[config.mk]
export PLATFORM = sky130hd
export DESIGN_NAME = key_switch_conditioner_flat
export DESIGN_NICKNAME = d
export VERILOG_FILES = /design/src/rtl/key_switch_conditioner_pkg.sv /design/src/rtl/key_switch_conditioner_if.sv /design/src/rtl/key_switch_conditioner_debounce.sv /design/src/rtl/key_switch_conditioner.sv /design/src/flat_wrapper.sv
export SDC_FILE = /design/constraint.sdc
export NUM_CORES = 1
export LEC_CHECK = 0
export ABC_AREA = 0
export CAP_MARGIN = 20
export CORE_MARGIN = 5
export CORE_UTILIZATION = 48
export CTS_CLUSTER_DIAMETER = 50
export CTS_CLUSTER_SIZE = 30
export DETAILED_ROUTE_END_ITERATION = 10
export GPL_ROUTABILITY_DRIVEN = 0
export PLACE_DENSITY = 0.82
export SLEW_MARGIN = 10
export SYNTH_ARGS = -nofsm -noshare
export SYNTH_HDL_FRONTEND = slang
export SYNTH_SLANG_ARGS = --single-unit
[constraint.sdc]
create_clock -name HCLK -period 1.35 [get_ports HCLK]
set_clock_uncertainty 0.1 [all_clocks]
set_input_delay 0.135 -clock HCLK [delete_from_list [all_inputs] [get_ports HCLK]]
set_output_delay 0.135 -clock HCLK [all_outputs]
set_load 0.05 [all_outputs]
[src/rtl/key_switch_conditioner_pkg.sv]
// -----------------------------------------------------------------------------
// key_cond_pkg
// Shared types and constants for the KEY/SW input conditioner.
//   key_state_t             : per-key debounce FSM states
//   DEFAULT_DEBOUNCE_CYCLES : default stable-cycle count to accept a key change
//   cnt_width()             : debounce counter width for a given cycle count
// -----------------------------------------------------------------------------
package key_cond_pkg;

  typedef enum logic [1:0] {
    RELEASED     = 2'd0,
    PRESS_WAIT   = 2'd1,
    PRESSED      = 2'd2,
    RELEASE_WAIT = 2'd3
  } key_state_t;

  localparam int DEFAULT_DEBOUNCE_CYCLES = 16;

  function automatic int cnt_width(input int n);
    return $clog2(n);
  endfunction

endpackage : key_cond_pkg

[src/rtl/key_switch_conditioner_if.sv]
// -----------------------------------------------------------------------------
// key_switch_conditioner_if
// Bundle of board-side inputs and peripheral-side outputs of the conditioner.
//   key_n       : raw active-low keys
//   sw_raw      : raw slide switches
//   pending_clr : per-key clear strobe for btn_pending
//   sw_sync     : synchronised switches
//   btn_level   : debounced key level (1 = pressed)
//   btn_press   : one-cycle pulse on accepted press
//   btn_pending : sticky press flags
//   irq         : OR of pending flags, only when KEYCOND_IRQ_EN is defined
// Modports: master drives the inputs (board/bench), slave is the conditioner.
// -----------------------------------------------------------------------------
interface key_switch_conditioner_if #(
  parameter int NUM_KEYS = 2,
  parameter int NUM_SW   = 10
);
  logic [NUM_KEYS-1:0] key_n;
  logic [NUM_SW-1:0]   sw_raw;
  logic [NUM_KEYS-1:0] pending_clr;
  logic [NUM_SW-1:0]   sw_sync;
  logic [NUM_KEYS-1:0] btn_level;
  logic [NUM_KEYS-1:0] btn_press;
  logic [NUM_KEYS-1:0] btn_pending;
`ifdef KEYCOND_IRQ_EN
  logic                irq;
`endif

  modport master (
    output key_n, sw_raw, pending_clr,
`ifdef KEYCOND_IRQ_EN
    input  irq,
`endif
    input  sw_sync, btn_level, btn_press, btn_pending
  );

  modport slave (
    input  key_n, sw_raw, pending_clr,
`ifdef KEYCOND_IRQ_EN
    output irq,
`endif
    output sw_sync, btn_level, btn_press, btn_pending
  );

endinterface : key_switch_conditioner_if

[src/rtl/key_switch_conditioner_debounce.sv]
// -----------------------------------------------------------------------------
// key_debounce
// One push-button channel: two-flop synchroniser, debounce FSM with counter,
// registered debounced level and one-cycle press pulse.
//   HCLK, HRESETn : clock, async active-low reset
//   key_n         : raw active-low key
//   level         : debounced level, 1 while PRESSED or RELEASE_WAIT
//   press         : one-cycle pulse on PRESS_WAIT -> PRESSED
// -----------------------------------------------------------------------------
module key_debounce
  import key_cond_pkg::*;
#(
  parameter int DEBOUNCE_CYCLES = DEFAULT_DEBOUNCE_CYCLES
) (
  input  logic HCLK,
  input  logic HRESETn,
  input  logic key_n,
  output logic level,
  output logic press
);
  localparam int CW = cnt_width(DEBOUNCE_CYCLES);
  // The RELEASED->PRESS_WAIT (or PRESSED->RELEASE_WAIT) step already consumed
  // one stable sample, so the wait state terminates one count early. This gives
  // exactly DEBOUNCE_CYCLES stable samples and a level change DEBOUNCE_CYCLES+1
  // edges after the synchroniser first captures the new value.
  localparam logic [CW-1:0] TERM = CW'(DEBOUNCE_CYCLES - 2);

  logic [1:0]    sync_q, sync_d;
  key_state_t    state_q, state_d;
  logic [CW-1:0] cnt_q, cnt_d;
  logic          level_q, level_d;
  logic          press_q, press_d;
  logic          k;

  // Synchroniser shift, first stage samples the pin.
  always_comb begin
    sync_d = {sync_q[0], key_n};
  end

  assign k = ~sync_q[1];

  // Debounce FSM next-state, counter and registered-output decode.
  always_comb begin
    state_d = state_q;
    cnt_d   = cnt_q;
    press_d = 1'b0;
    case (state_q)
      RELEASED: begin
        if (k) begin
          state_d = PRESS_WAIT;
          cnt_d   = '0;
        end else begin
          state_d = RELEASED;
        end
      end
      PRESS_WAIT: begin
        if (!k) begin
          state_d = RELEASED;
          cnt_d   = '0;
        end else if (cnt_q == TERM) begin
          state_d = PRESSED;
          cnt_d   = '0;
          press_d = 1'b1;
        end else begin
          cnt_d = cnt_q + CW'(1);
        end
      end
      PRESSED: begin
        if (!k) begin
          state_d = RELEASE_WAIT;
          cnt_d   = '0;
        end else begin
          state_d = PRESSED;
        end
      end
      RELEASE_WAIT: begin
        if (k) begin
          state_d = PRESSED;
          cnt_d   = '0;
        end else if (cnt_q == TERM) begin
          state_d = RELEASED;
          cnt_d   = '0;
        end else begin
          cnt_d = cnt_q + CW'(1);
        end
      end
      default: begin
        state_d = RELEASED;
        cnt_d   = '0;
      end
    endcase
    level_d = (state_d == PRESSED) || (state_d == RELEASE_WAIT);
  end

  // State, counter, synchroniser and output registers; keys reset released.
  always_ff @(posedge HCLK or negedge HRESETn) begin
    if (!HRESETn) begin
      sync_q  <= 2'b11;
      state_q <= RELEASED;
      cnt_q   <= '0;
      level_q <= 1'b0;
      press_q <= 1'b0;
    end else begin
      sync_q  <= sync_d;
      state_q <= state_d;
      cnt_q   <= cnt_d;
      level_q <= level_d;
      press_q <= press_d;
    end
  end

  assign level = level_q;
  assign press = press_q;

endmodule : key_debounce

[src/rtl/key_switch_conditioner.sv]
// -----------------------------------------------------------------------------
// key_switch_conditioner
// Conditions DE1-SoC KEY/SW pins for the button/switch peripheral.
//   HCLK, HRESETn : system clock, async active-low reset
//   bus (slave)   : key_n, sw_raw, pending_clr in; sw_sync, btn_level,
//                   btn_press, btn_pending out (all outputs registered)
// Optional: define KEYCOND_IRQ_EN to add bus.irq = |btn_pending, one cycle late.
// -----------------------------------------------------------------------------
module key_switch_conditioner
  import key_cond_pkg::*;
#(
  parameter int NUM_KEYS        = 2,
  parameter int NUM_SW          = 10,
  parameter int DEBOUNCE_CYCLES = DEFAULT_DEBOUNCE_CYCLES
) (
  input  logic                    HCLK,
  input  logic                    HRESETn,
  key_switch_conditioner_if.slave bus
);
  logic [NUM_SW-1:0]   sw_meta_q, sw_meta_d;
  logic [NUM_SW-1:0]   sw_sync_q, sw_sync_d;
  logic [NUM_KEYS-1:0] pending_q, pending_d;
  logic [NUM_KEYS-1:0] level_w;
  logic [NUM_KEYS-1:0] press_w;

  for (genvar i = 0; i < NUM_KEYS; i++) begin : g_key
    key_debounce #(.DEBOUNCE_CYCLES(DEBOUNCE_CYCLES)) u_key (
      .HCLK    (HCLK),
      .HRESETn (HRESETn),
      .key_n   (bus.key_n[i]),
      .level   (level_w[i]),
      .press   (press_w[i])
    );
  end

  // Switch synchroniser and pending flags; a press in the same cycle as a
  // clear keeps the flag set.
  always_comb begin
    sw_meta_d = bus.sw_raw;
    sw_sync_d = sw_meta_q;
    pending_d = press_w | (pending_q & ~bus.pending_clr);
  end

  // Switch synchroniser and pending flag registers.
  always_ff @(posedge HCLK or negedge HRESETn) begin
    if (!HRESETn) begin
      sw_meta_q <= '0;
      sw_sync_q <= '0;
      pending_q <= '0;
    end else begin
      sw_meta_q <= sw_meta_d;
      sw_sync_q <= sw_sync_d;
      pending_q <= pending_d;
    end
  end

  assign bus.sw_sync     = sw_sync_q;
  assign bus.btn_level   = level_w;
  assign bus.btn_press   = press_w;
  assign bus.btn_pending = pending_q;

`ifdef KEYCOND_IRQ_EN
  logic irq_q, irq_d;

  // Interrupt request is the pending summary, one cycle behind.
  always_comb begin
    irq_d = |pending_q;
  end

  // Interrupt request register.
  always_ff @(posedge HCLK or negedge HRESETn) begin
    if (!HRESETn) begin
      irq_q <= 1'b0;
    end else begin
      irq_q <= irq_d;
    end
  end

  assign bus.irq = irq_q;
`endif

endmodule : key_switch_conditioner

[src/flat_wrapper.sv]
// flat-port wrapper written by rule: the top's interface ports become plain ports
module key_switch_conditioner_flat import key_cond_pkg::*;
#(
  parameter int NUM_KEYS        = 2,
  parameter int NUM_SW          = 10,
  parameter int DEBOUNCE_CYCLES = DEFAULT_DEBOUNCE_CYCLES
)
  (HCLK, HRESETn, bus_key_n, bus_sw_raw, bus_pending_clr, bus_sw_sync, bus_btn_level, bus_btn_press, bus_btn_pending);
  key_switch_conditioner_if #(.NUM_KEYS(NUM_KEYS), .NUM_SW(NUM_SW)) bus_i ();
  input  logic HCLK;
  input  logic HRESETn;
  input wire logic [$bits(bus_i.key_n)-1:0] bus_key_n;
  input wire logic [$bits(bus_i.sw_raw)-1:0] bus_sw_raw;
  input wire logic [$bits(bus_i.pending_clr)-1:0] bus_pending_clr;
  output wire logic [$bits(bus_i.sw_sync)-1:0] bus_sw_sync;
  output wire logic [$bits(bus_i.btn_level)-1:0] bus_btn_level;
  output wire logic [$bits(bus_i.btn_press)-1:0] bus_btn_press;
  output wire logic [$bits(bus_i.btn_pending)-1:0] bus_btn_pending;
  assign bus_i.key_n = bus_key_n;
  assign bus_i.sw_raw = bus_sw_raw;
  assign bus_i.pending_clr = bus_pending_clr;
  assign bus_sw_sync = bus_i.sw_sync;
  assign bus_btn_level = bus_i.btn_level;
  assign bus_btn_press = bus_i.btn_press;
  assign bus_btn_pending = bus_i.btn_pending;
  key_switch_conditioner #(.NUM_KEYS(NUM_KEYS), .NUM_SW(NUM_SW), .DEBOUNCE_CYCLES(DEBOUNCE_CYCLES)) u_core (.HCLK(HCLK), .HRESETn(HRESETn), .bus(bus_i));
endmodule
After elaboration in Yosys (flattened, before gate mapping):

Index checks and enable logic that the tools add are counted.

* register bits: 42
* input bits: 16
* output and inout bits: 16
* word-level logic and storage cells: 72

* $add $sub $neg: 2
* equality and inequality tests: 16
* mux-type cells: 32
* bitwise operators: 3
* reductions and logical operators: 6

Operators by type and width (count)
* $mux W4: 10
* $pmux W4 S4: 2
* $eq A2 B2 Y1 const B: 8
* $mux W2: 8
* $pmux W2 S4: 2
* $mux W1: 10
* $add A4 B1 Y4 const B: 2
* $eq A4 B4 Y1 const B: 2
* $ne A2 B2 Y1 const B: 4
* $eq A2 B1 Y1 const B: 2
* $logic_not A2 Y1: 2
* $reduce_and A2 Y1: 2
* $and A2 B2 Y2: 1
* $logic_or A1 B1 Y1: 2
* $not A2 Y2: 1
* $or A2 B2 Y2: 1

Depth between registers and ports, before layout:

* word-level depth: 6
* mapped depth: 5

By module:

Synthesis repeated with hierarchy kept, for this count alone.

* cell total of the unflattened synthesis: 96
* area, all modules: 1356.3 µm²

By module, submodules not included
* key_debounce: times used 2, cells an instance 35, area an instance 391.6 µm², sequential area each 227.7 µm²
* key_switch_conditioner: times used 1, cells an instance 26, area an instance 573.0 µm², sequential area each 550.5 µm²

Least setup slack after synthesis:

Ideal clock, no wire load.

* kind: register to register
* from: register u_core.g_key[1].u_key.cnt_q[0]
* to: register u_core.g_key[1].u_key.cnt_q[2]
* data arrival time: 1022 ps
* required time: 1149 ps
* slack: 127 ps
* cell stages (with the launch flop): 6
* period minus slack after synthesis: 1223 ps
* cells stage by stage: dfrtp_1 -> inv_1 -> ha_1 -> nand3_1 -> nand3_2 -> o311ai_2

* longest elaborated chain between the ends: 4

Ends and longest elaborated chain
* start, declared: RTL line key_switch_conditioner_debounce.sv:30 `logic [CW-1:0] cnt_q, cnt_d;`
* start signal, assigned: RTL line key_switch_conditioner_debounce.sv:106 `cnt_q <= cnt_d;`
* $add A4 B1 Y4 or $eq A4 B4 Y1 (tied branches)
* $mux W4 (*): RTL line key_switch_conditioner_debounce.sv:60, key_switch_conditioner_debounce.sv:80
* $mux W4 (on tied branches): RTL line key_switch_conditioner_debounce.sv:77, key_switch_conditioner_debounce.sv:57
* $pmux W4 S4 (*): RTL line key_switch_conditioner_debounce.sv:47 `case (state_q)`

Mark *: on every way between the ends. The rest lies on a longest branch, timed or not.
A chain may end at the register's enable or synchronous reset.

Worst setup path in the final report:

* from: register u_core.g_key[1].u_key.sync_q[1]
* to: register u_core.g_key[1].u_key.cnt_q[2]

* longest elaborated chain between the ends: 2

Ends and longest elaborated chain
* start, declared: RTL line key_switch_conditioner_debounce.sv:28 `logic [1:0] sync_q, sync_d;`
* start signal, assigned: RTL line key_switch_conditioner_debounce.sv:104 `sync_q <= sync_d;`
* $mux W4, or another cell as far along: RTL line key_switch_conditioner_debounce.sv:77 `if (k) begin`
* $pmux W4 S4 or $reduce_and A2 Y1 (tied branches)

Parallel ways exist; a longest one is shown, timed or not.

==> flow_summary.json <==
{
  "status": "finished with violations",
  "violations": "negative setup slack",
  "slew_headroom": 0.824,
  "vias": 922,
  "synth_cell_types": 22,
  "instances_no_fill": 177,
  "min_path_type": "input port to flop",
  "cp_slowest_cell": "dfstp_2",
  "drive_above_1_share": 0.292,
  "power.leakage_nw": 0.955,
  "clk_pin_slew_ps": 120,
  "tightestPinTransition_ps": 263,
  "cts_buffers": 5,
  "synth_area_leaders": "dfrtp_1 64%, dfstp_2 7.2%, ha_1 3.4%, nand3_1 3.4%, o311ai_2 2.2%",
  "power-per-cell-area_nw_per_um2": 1030,
  "ys_ff_latch": 41,
  "synth-edff-count": 0,
  "tritoncts": "built",
  "dp_cells": 164,
  "r2r_slack_ps": -4,
  "multi_input_area_um2": 394,
  "crit_required_ps": 1510,
  "setup_violations": 1,
  "crit_path_start_kind": "flop",
  "ir_drop_v": 0.000791,
  "layout_min_cycle_time_ps": 1350,
  "syn_to_final_growth_pct": 44.8,
  "crit_chain": "xnor2_4 -> nand3_2 -> o311ai_2",
  "via_per_inst": 5.21,
  "period_share": 1.00,
  "final_nets": 163,
  "synthCells": 101,
  "post-place-ws_ps": 28.2,
  "insertion_delay_ps": 350,
  "coreArea_um2": 2980,
  "yosysSeqAreaShare": 0.710,
  "cp_max_fo": 5,
  "antenna_found_initial": 0,
  "synth.top_cells.by_count": "37 x dfrtp_1, 10 x nand3_1, 8 x inv_1",
  "dieArea_um2": 4230,
  "cts_root_buf": "clkbuf_4",
  "drt_iter0_drc": 42,
  "diodes": 0,
  "wirelength_um": 2880,
  "syn_area_per_cell_um2": 14.4,
  "initial_core_util": 0.488,
  "critical_path.top_delay_family": "flip-flops",
  "max_stage_delay_ps": 640,
  "rows": 20,
  "fmax_mhz": 739,
  "fillers": 199,
  "synth_most_common_cell": "dfrtp_1",
  "setup.worst_path.end_class": "flop",
  "whs_ps": 101,
  "drv_slew": 0,
  "htreeDepth": 2,
  "io_buffers": 31,
  "die_w_um": 65.0,
  "gr-total-overflow": 0,
  "cap_violations": 0,
  "regArea_um2": 1030,
  "fp.dieH_um": 65.0,
  "hold_violations": 0,
  "synthesis.nets": 121,
  "drc_errors": 0,
  "synth-main-ff-cell": "dfrtp_1",
  "grt_pass1_vias": 1015,
  "path_buf_inv": 0,
  "grt_max_degree": 42,
  "dp_hpwl_um": 2080,
  "syn_area_um2": 1450,
  "routedWlPerCell_um": 16.3,
  "dr.pass1.iters": 4,
  "crit_arrival_ps": 1510,
  "track_usage": 0.154,
  "grt_first_pass_wirelength_um": 4770,
  "ys.warnings.count": 0,
  "ant_nets": 0,
  "clockBufferDepth": 2,
  "clock-sinks": 41,
  "fin_ws_ps": -4.02,
  "ys_async_sr_fraction": 1.00,
  "path_class": "flop to flop",
  "io_pins": 32,
  "rsz0062_at_grt": "yes",
  "synth_top_area_cell": "dfrtp_1",
  "synth_top_area_share": 0.637
}
==> state kept, by name, indices dropped and copies added, names as in the netlist <==
signal	cells
u_core.bus.btn_pending	2
u_core.bus.sw_sync	10
u_core.g_key.u_key.cnt_q	8
u_core.g_key.u_key.level	2
u_core.g_key.u_key.press	2
u_core.g_key.u_key.state_q	3
u_core.g_key.u_key.sync_q	4
u_core.sw_meta_q	10
==> report_power, final <==
part           internal [mW]  switching [mW]  leakage, nW  total (mW)
Combinational          0.138           0.130        0.425       0.268
Sequential              1.28          0.0401        0.503        1.32
Clock                  0.208           0.366       0.0265       0.574
Total                   1.63           0.536        0.955        2.16
==> per-stage QoR <==
stage          power [mW]  setup TNS (ps)  area, um^2   util
3_5_place_dp         1.60               0        1960  0.660
2_1_floorplan        1.43               0        1450      -
5_1_grt              2.27            -236        2100  0.706
4_1_cts              2.17               0        2030  0.682
6_report             2.16           -4.02        2100  0.706
3_3_place_gp         1.58               0        1960  0.660
==> placed cells by master (no fill, tap or decap), types with 2 or more instances in the layout <==
cell type / netlist / routed
a21o_1: 2 / 2
and2_1: 2 / 2
buf_12: 0 / 18
buf_4: 4 / 4
clkbuf_1: 0 / 3
clkbuf_4: 0 / 5
clkdlybuf4s50_1: 0 / 14
dfrtp_1: 37 / 36
dfstp_2: 4 / 4
ha_1: 4 / 3
inv_1: 8 / 8
nand2_1: 3 / 3
nand3_1: 10 / 10
nand3_2: 2 / 2
nand4_1: 4 / 4
nor3_1: 2 / 2
o21ai_0: 5 / 5
o2bb2ai_1: 2 / 2
o311ai_2: 2 / 2
xor2_1: 3 / 2
==> kinds of logic after synthesis <==
kind of cell	synth area share
flops	0.710
simple gates	0.0982
compound gates	0.0758
buf+inv	0.0413
xor+xnor	0.0405
fa+ha+maj	0.0345
==> what timing repair did <==
action / 4_1_cts / 5_1_grt
hold endpoints to repair: 41 / 0
setup endpoints to repair: 1 / 12
hold buffers: 1 / 0
pin swaps: 0 / 5
setup buffers: 1 / 3
resized for setup: 0 / 6
==> layout make-up <==
| type | count | area share |
|---|---|---|
| flip-flops and latches | 41 | 0.491 |
| repair buffers | 39 | 0.265 |
| multi-input cells | 48 | 0.187 |
| clock buffers | 8 | 0.0232 |
| well taps | 33 | 0.0196 |
| inverters | 8 | 0.0143 |
==> per-layer routing <==
metal | GRT usage | up-vias | share of wire
met5 | 0 | - | 0
met4 | 0.0570 | 0 | 0.019
met3 | 0.0555 | 8 | 0.035
met2 | 0.281 | 19 | 0.59
met1 | 0.161 | 463 | 0.35
li1 | - | 432 | -
==> worst paths after layout <==
check | from | cells after the start | to
worst max-delay path | u_core.g_key[1].u_key.sync_q[1] | 3 | u_core.g_key[1].u_key.cnt_q[2]
worst max register to register | u_core.g_key[1].u_key.sync_q[1] | 3 | u_core.g_key[1].u_key.cnt_q[2]
worst min-delay path | bus_key_n[0] | 1 | u_core.g_key[0].u_key.sync_q[0]
min in group asynchronous | HRESETn | 3 | u_core.bus.sw_sync[6]
max in group asynchronous | HRESETn | 3 | u_core.g_key[0].u_key.sync_q[0]
worst min register to register | u_core.g_key[1].u_key.sync_q[0] | 0 | u_core.g_key[1].u_key.sync_q[1]
(Power assumes the default switching activity.)
